$ cat src/rtl/attn_score_buf.sv
// Attention score row buffer: scales one row of Q.K scores, tracks the row max, then streams max-subtracted scores.
// Optional causal masking is enabled by defining ATTN_SCORE_CAUSAL_MASK_EN.
module attn_score_buf #(
  parameter int DATA_WIDTH  = 16,
  parameter int SEQ_LEN     = 16,
  parameter int ADDR_WIDTH  = 4,
  parameter int SCALE_SHIFT = 3
) (
  input  logic                  clk,
  input  logic                  reset,
  input  logic                  in_valid,
  input  logic [DATA_WIDTH-1:0] in_data,
  output logic                  in_ready,
  output logic                  out_valid,
  input  logic                  out_ready,
`ifdef ATTN_SCORE_CAUSAL_MASK_EN
  input  logic [ADDR_WIDTH-1:0] mask_len,
`endif
  output logic [DATA_WIDTH-1:0] out_data,
  output logic                  out_last,
  output logic [DATA_WIDTH-1:0] row_max,
  output logic                  busy
);

  typedef enum logic {S_FILL, S_DRAIN} state_t;

  localparam logic [ADDR_WIDTH-1:0] LAST_IDX = ADDR_WIDTH'(SEQ_LEN - 1);
  localparam logic [DATA_WIDTH-1:0] SAT_MIN  = {1'b1, {(DATA_WIDTH-1){1'b0}}};
  localparam logic [DATA_WIDTH-1:0] SAT_MAX  = {1'b0, {(DATA_WIDTH-1){1'b1}}};

  state_t                  state;
  logic [ADDR_WIDTH-1:0]   wr_cnt;
  logic [ADDR_WIDTH-1:0]   rd_cnt;
  logic [DATA_WIDTH-1:0]   mem [SEQ_LEN];

  logic                    accept;
  logic                    load_first;
  logic                    wr_incl;
  logic [DATA_WIDTH-1:0]   scaled;
  logic [DATA_WIDTH-1:0]   max_next;
  logic [DATA_WIDTH-1:0]   max_use;
  logic [ADDR_WIDTH-1:0]   rd_next;
  logic [DATA_WIDTH-1:0]   elem;
  logic [DATA_WIDTH:0]     diff;
  logic [DATA_WIDTH-1:0]   elem_out;

  assign in_ready   = (state == S_FILL);
  assign accept     = in_valid && in_ready;
  assign load_first = accept && (wr_cnt == LAST_IDX);
  assign scaled     = DATA_WIDTH'($signed(in_data) >>> SCALE_SHIFT);

`ifdef ATTN_SCORE_CAUSAL_MASK_EN
  logic [ADDR_WIDTH-1:0] mask_q;
  logic                  rd_masked;
  // Index 0 is always unmasked, so the live mask_len is only needed to seed mask_q.
  assign wr_incl   = (wr_cnt <= mask_q);
  assign rd_masked = (rd_next > mask_q);

  always_ff @(posedge clk or posedge reset) begin
    if (reset) begin
      mask_q <= '0;
    end else if (accept && (wr_cnt == '0)) begin
      mask_q <= mask_len;
    end
  end
`else
  logic rd_masked;
  assign wr_incl   = 1'b1;
  assign rd_masked = 1'b0;
`endif

  // The first element of a row never compares against a stale max.
  assign max_next = (wr_cnt == '0) ? scaled :
                    (wr_incl && ($signed(scaled) > $signed(row_max))) ? scaled : row_max;

  // The first output is loaded on the final accept, so it must see that accept's max update.
  assign max_use  = load_first ? max_next : row_max;
  assign rd_next  = load_first ? '0 : rd_cnt + 1'b1;
  assign elem     = mem[rd_next];
  assign diff     = {elem[DATA_WIDTH-1], elem} - {max_use[DATA_WIDTH-1], max_use};

  always_comb begin
    elem_out = diff[DATA_WIDTH-1:0];
    if (diff[DATA_WIDTH] != diff[DATA_WIDTH-1]) begin
      elem_out = diff[DATA_WIDTH] ? SAT_MIN : SAT_MAX;
    end
    if (rd_masked) begin
      elem_out = SAT_MIN;
    end
  end

  // NOTE: the score buffer has no reset; every entry read in DRAIN was written earlier in the same row.
  always_ff @(posedge clk) begin
    if (accept) begin
      mem[wr_cnt] <= scaled;
    end
  end

  // NOTE: all sequential state uses non-blocking assignments so every register samples pre-edge values.
  always_ff @(posedge clk or posedge reset) begin
    if (reset) begin
      state     <= S_FILL;
      wr_cnt    <= '0;
      rd_cnt    <= '0;
      out_valid <= 1'b0;
      out_data  <= '0;
      out_last  <= 1'b0;
      row_max   <= '0;
      busy      <= 1'b0;
    end else begin
      case (state)
        S_FILL: begin
          if (accept) begin
            row_max <= max_next;
            if (load_first) begin
              wr_cnt    <= '0;
              rd_cnt    <= '0;
              state     <= S_DRAIN;
              busy      <= 1'b1;
              out_valid <= 1'b1;
              out_data  <= elem_out;
              out_last  <= 1'b0;
            end else begin
              wr_cnt <= wr_cnt + 1'b1;
            end
          end
        end
        S_DRAIN: begin
          if (out_valid && out_ready) begin
            if (out_last) begin
              out_valid <= 1'b0;
              out_last  <= 1'b0;
              rd_cnt    <= '0;
              busy      <= 1'b0;
              state     <= S_FILL;
            end else begin
              rd_cnt   <= rd_next;
              out_data <= elem_out;
              out_last <= (rd_next == LAST_IDX);
            end
          end
        end
        default: state <= S_FILL;
      endcase
    end
  end

endmodule

$ cat config.mk
export PLATFORM = sky130hd
export DESIGN_NAME = attn_score_buf
export DESIGN_NICKNAME = d
export VERILOG_FILES = /design/src/rtl/attn_score_buf.sv
export SDC_FILE = /design/constraint.sdc
export NUM_CORES = 1
export LEC_CHECK = 0
export CAP_MARGIN = 5
export CELL_PAD_IN_SITES_DETAIL_PLACEMENT = 1
export CELL_PAD_IN_SITES_GLOBAL_PLACEMENT = 1
export CORE_MARGIN = 3
export CORE_UTILIZATION = 51
export CTS_CLUSTER_SIZE = 12
export DETAILED_ROUTE_END_ITERATION = 10
export HOLD_SLACK_MARGIN = 0.06
export PLACE_DENSITY_LB_ADDON = 0.1
export REMOVE_ABC_BUFFERS = 1
export SLEW_MARGIN = 20
export SYNTH_ARGS = -nofsm -noshare
export SYNTH_HDL_FRONTEND = slang
export SYNTH_SLANG_ARGS = --single-unit
$ cat constraint.sdc
create_clock -name clk -period 6.2 [get_ports clk]
set_input_delay 1.86 -clock clk [delete_from_list [all_inputs] [get_ports clk]]
set_output_delay 1.86 -clock clk [all_outputs]
set_load 0.02 [all_outputs]
Yosys cells after proc, flatten, opt, wreduce, memory -nomap -nowiden. Memory sizes are Yosys's and may differ from the RTL's. Cells that the tools add are included. Widths: inputs -> output; s select.

Bits in registers: 43. Bits in writable memories: 256. Input port bits: 20. Memories kept: 1.

$add $sub $neg: 3. Order comparisons: 1. Equality and inequality tests: 8. Multiplexer cells: 34. Bitwise operators: 1. Reduce and logical (&&, ||, !) cells: 8.

Memories: mem (depth 16, bits a word 16, read ports 1, clocked after Yosys merged registers in 0, wr ports 1, RTL line 34) `logic [DATA_WIDTH-1:0] mem [SEQ_LEN];`.

Operators by type and width (number): $mux 16 (9); $pmux 16 s2 (1); $mux 4 (6); $sub 16x16->17 (1); $gt 13x16->1 (1); $mux 1 (14); $add 4x1->4 const B (2); $eq 4x4->1 const B (2); $pmux 4 s2 (1); $reduce_and 4->1 (2); $ne 2x1->1 const B (3); $pmux 1 s2 (3); $logic_not 4->1 (1); $ne 2x2->1 const B (2); $logic_and 1x1->1 (3); $reduce_and 3->1 (1); $reduce_and 2->1 (1); $ne 1x1->1 (1); $not 1->1 (1).

Longest topological paths before layout. An unclocked memory read counts as a cell.

Word-level depth: 11. Gate-level depth with buffers: 20.

Least setup slack after synthesis. Ideal clock, no wire load.

Kind: input to register. Start point: input port in_data[15]. End point: register out_data[10]. Library setup time: 0.099 ns. Arrival: 5.414 ns. Data required time: 6.101 ns. Slack: 0.687 ns. Cell stages on the path: 19. Path buffers: 2. Cells stage by stage: ha_1 > and4_1 > nand3_1 > o2111ai_1 > a211oi_1 > or4_1 > buf_6 > buf_6 > nand2_1 > o21ai_0 > ha_1 > fa_1 > nor2b_1 > o31ai_1 > a211oi_1 > o21a_1 > nand4b_1 > nor2_1 > a311oi_1.

Word-level cells in the longest chain between the ends: 10. Elaborated cells between the ends (all ways): 13. Classes of those cells: add/sub (1); order compare (1); eq/ne (1); mux (10).

RTL lines: start: declaration (RTL line 12) `input logic [DATA_WIDTH-1:0] in_data,`; $gt 13x16->1 (RTL line 74) `(wr_incl && ($signed(scaled) > $signed(row_max))) ? scaled : row_max;`; $mux 16 (RTL line 74); $mux 16 (*) (RTL line 73) `assign max_next = (wr_cnt == '0) ? scaled :`; $mux 16 (*) (RTL line 77) `assign max_use = load_first ? max_next : row_max;`; $sub 16x16->17 (*) (RTL line 80) `assign diff = {elem[DATA_WIDTH-1], elem} - {max_use[DATA_WIDTH-1], max_use};`; $mux 16 or $ne 1x1->1 (tied branches) (RTL line 85, 84); $mux 16 (*) (RTL line 84) `if (diff[DATA_WIDTH] != diff[DATA_WIDTH-1]) begin`; $mux 16, on equally long branches (RTL line 130, 115); $mux 16, on equally long branches (RTL line 129, 113); $pmux 16 s2 (*) (RTL line 111) `case (state)`; end signal: assignment (RTL line 121) `out_data <= elem_out;`; end signal: assignment (RTL line 138) `out_data <= elem_out;`; end: declaration (RTL line 19) `output logic [DATA_WIDTH-1:0] out_data,`.

Every way passes the cells marked *; elsewhere a longest branch is shown, timed or not. The select of a mux whose other input is x is not followed. A chain may end at the register's enable or synchronous reset.

Final worst setup path.
Start point: input port in_data[10]. End point: register out_data[10].

The elaborated chain is that of the path after synthesis.

==> metrics.json <==
{
  "routed-wl-met3_mm": 1.42,
  "worst_slew_pin_slew_ps": 1000,
  "timing.critical_path.fanout_max": 13,
  "power_report.internal_total_w": 0.00272,
  "critPathMaxStageDelay_ps": 510,
  "ys.warnings.count": 0,
  "synth_seq_area_share": 0.633,
  "io_pins": 56,
  "timing.reg2reg.setup_slack_ps": 1070,
  "worst-path-stages": 20,
  "post_cts_buffers": 0,
  "maxUsedRoutingLayer": "met4",
  "grt_first_pass_wirelength_mm": 51.4,
  "pwr_density_cell_nw_per_um2": 244,
  "fin_ws_ps": 187,
  "critical_path.most_common_cell": "buf_4",
  "place_worst_setup_slack_ps": -836,
  "gp_congestion": 0.846,
  "synthCells": 917,
  "cts.hold.buffers_added": 0,
  "ctsRootBufferMaster": "clkbuf_16",
  "met1_length_mm": 14.0,
  "route.detailed.vias_per_inst": 6.05,
  "maximum_number_of_pins_on_one_net_before_global_route_repair": 44,
  "detail_route.drc_violations": 0,
  "start_kind": "input pin",
  "place_inst": 1315,
  "multiInputGateArea_um2": 4020,
  "detail_route_met2_wl_mm": 16.9,
  "timing_worst_setup_path_type": "input pin to flip-flop",
  "tritoncts": "built",
  "layout.area.seq_um2": 7330,
  "worst_hold_path.num_cells": 2,
  "drtPass1Iterations": 5,
  "worstPathRequired_ps": 6640,
  "setup_viol": 0,
  "period_share": 0.970,
  "finalNetCount": 1123,
  "route.detailed.wl_per_inst_um": 24.6,
  "power.switching_w": 0.000709,
  "pwr-share-comb": 0.020,
  "ys_seq_elements": 251,
  "htree_num_levels": 1,
  "placed_area_um2": 13100,
  "fp_rows": 54,
  "worstHoldStart": "out_data[2]",
  "count_of_flip_flops_with_a_built_in_enable_after_synthesis": 208,
  "worst_reg2reg_path_endpoint": "out_data[10]",
  "total_leakage_power_nw": 5.48,
  "critPathTopFamily": "simple AND/OR/NAND/NOR gates",
  "port_buffer_count": 52,
  "globalRouteTotalUtil": 0.274,
  "worst-path-buf-inv": 4,
  "initial_utilization": 0.524,
  "synthesis.area_per_instance_um2": 12.6,
  "route.final.wire_length_mm": 33.5,
  "ir_drop_uv": 196,
  "drt.antenna.violating_nets": 0,
  "remaining_global_route_overflow": 0,
  "share_clk_of_total_power": 0.446,
  "clock_path_buffers": 3,
  "n_antenna_cell": 0,
  "core_area_um2": 22100,
  "layout.cells.most_common_list": "edfxtp_1, buf_4, nand2_1, nor2_1, mux2i_1",
  "timing.hold.worst_endpoint": "out_data[2]",
  "dp.final_hpwl_mm": 23.0,
  "clock-skew-final_ps": 9.55,
  "drt_first_iter_violations": 553,
  "cts-buffers-inserted": 28,
  "crit_slowest_cell": "or4_1",
  "first_global_vias": 9068,
  "outcome": "finished clean",
  "chipHeight_um": 157,
  "switching_share": 0.207,
  "synthDistinctLibCells": 66,
  "cts_num_sinks": 251,
  "worstSetupEndpointType": "flip-flop",
  "regToRegStartpoint": "rd_cnt[0]",
  "worstHoldPathType": "flip-flop to flip-flop",
  "pwr-share-seq": 0.534,
  "slew_viol_final": 0,
  "setup.worst_path.start": "in_data[10]",
  "setup-tns-final_ps": 0,
  "syn-cell-area_um2": 11600,
  "ys_dominant_reg_cell": "edfxtp_1",
  "worstPathCellList": "clkdlybuf4s50_1, ha_1, and3_4, nand4_1, a21oi_2, a211oi_1, or4_1, buf_4, nand2_1, o21ai_0, ha_1, fa_1, nor2b_2, o31ai_2, a211oi_2, buf_4, o21a_1, buf_4, nand2_2, a311oi_2",
  "async_reset_ff_frac": 0.171,
  "post_layout_instance_area_um2": 14100,
  "drive_gt1_frac": 0.183,
  "finish.cell_count_without_fillers": 1366,
  "final_hold_viols": 0,
  "max_clock_freq_ghz": 0.166,
  "reg2regPathDepth": 18,
  "layout.filler_cells": 2156,
  "die_w_um": 157,
  "die_area_um2": 24500,
  "rsz_0062_raised_after_global_routing": "no",
  "max-slew-margin-rel": 0.332,
  "insertion_delay_ps": 550,
  "arrival_ps": 6450,
  "areaGrowthSynthToFinish_pct": 21.5,
  "num_vias": 8268,
  "final_common_cell": "edfxtp_1",
  "power.total_w": 0.00343,
  "worst_setup_hold_path_clk_slew_ps": 60,
  "maxCapViolCount": 0,
  "number_of_antenna_violations_at_the_first_check_in_global_routing": 0,
  "fin_crit_ps": 6010
}
-- state kept, by name, indices dropped and copies added, names as in the netlist --
name      cells
row_max      16
busy          1
mem         208
state         1
rd_cnt        4
wr_cnt        4
out_last      1
out_data     16
-- worst max path at each step --
stage | to | slack, ps
2_1_floorplan | out_data[10] | -3150
3_3_place_gp | out_data[11] | -510
3_5_place_dp | out_data[10] | -840
4_1_cts | out_data[14] | 40
5_1_grt | out_data[11] | 9
6_report | out_data[10] | 190
-- cells in the mapped netlist, drive strengths merged, types with 7 or more instances --
cell type / instances / area, µm²
a21o: 9 / 67.6
a21oi: 40 / 204
a221oi: 9 / 78.8
a311oi: 12 / 105
a31oi: 31 / 194
and2: 18 / 113
and3: 7 / 43.8
buf: 21 / 119
clkbuf: 28 / 105
dfrtp: 43 / 1080
edfxtp: 208 / 6250
ha: 37 / 463
inv: 28 / 105
mux2: 13 / 150
mux2i: 59 / 591
nand2: 96 / 363
nand3: 34 / 175
nor2: 70 / 265
nor3: 14 / 70.1
o21ai: 46 / 230
o22ai: 10 / 62.6
xnor2: 10 / 87.6
-- per-layer routing --
layer  GRT usage  up-vias
met3      0.0337       68
met1       0.359     4251
met5           0        -
met4      0.0980        0
met2       0.474      221
li1            -     3728
-- cells by family after synthesis --
family | synth area share
AO/OA/AOI/OAI | 0.104
XOR/XNOR | 0.00984
adder cells (fa/ha/maj) | 0.0417
buffers and inverters | 0.0288
flip-flops | 0.633
multiplexers | 0.0757
AND/OR/NAND/NOR | 0.108
-- cell type report --
class,instances,area share
Tap cell,280,0.0249
Clock inverter,17,0.00809
Timing Repair Buffer,167,0.101
Clock buffer,34,0.0514
Multi-Input combinational cell,588,0.286
Inverter,29,0.00774
Sequential cell,251,0.521
-- stage by stage --
step,hold slack [ps],util
after floorplan,511,-
after global placement,468,0.595
after detailed placement,478,0.595
after CTS,492,0.634
after global routing,511,0.637
final,488,0.637
-- power by group through the flow --
stage	clock [W]	combinational (W)	sequential, W
final	0.00153	0.0000688	0.00183
after floorplan	0	0.0000129	0.00186
after CTS	0.00155	0.0000688	0.00183
after global routing	0.00161	0.0000746	0.00183
after global placement	0	0.0000633	0.00186
after detailed placement	0	0.0000678	0.00186
-- repair_timing --
action	in CTS	in global routing
gates resized for setup	5	16
setup endpoints to repair	9	15
pin swaps	0	4
-- worst min-delay path: stages, from the launching register on --
cell and delay [ps]:
dfrtp_1 350, nand2_1 50, nand3_1 60
(Power assumes the default switching activity.)
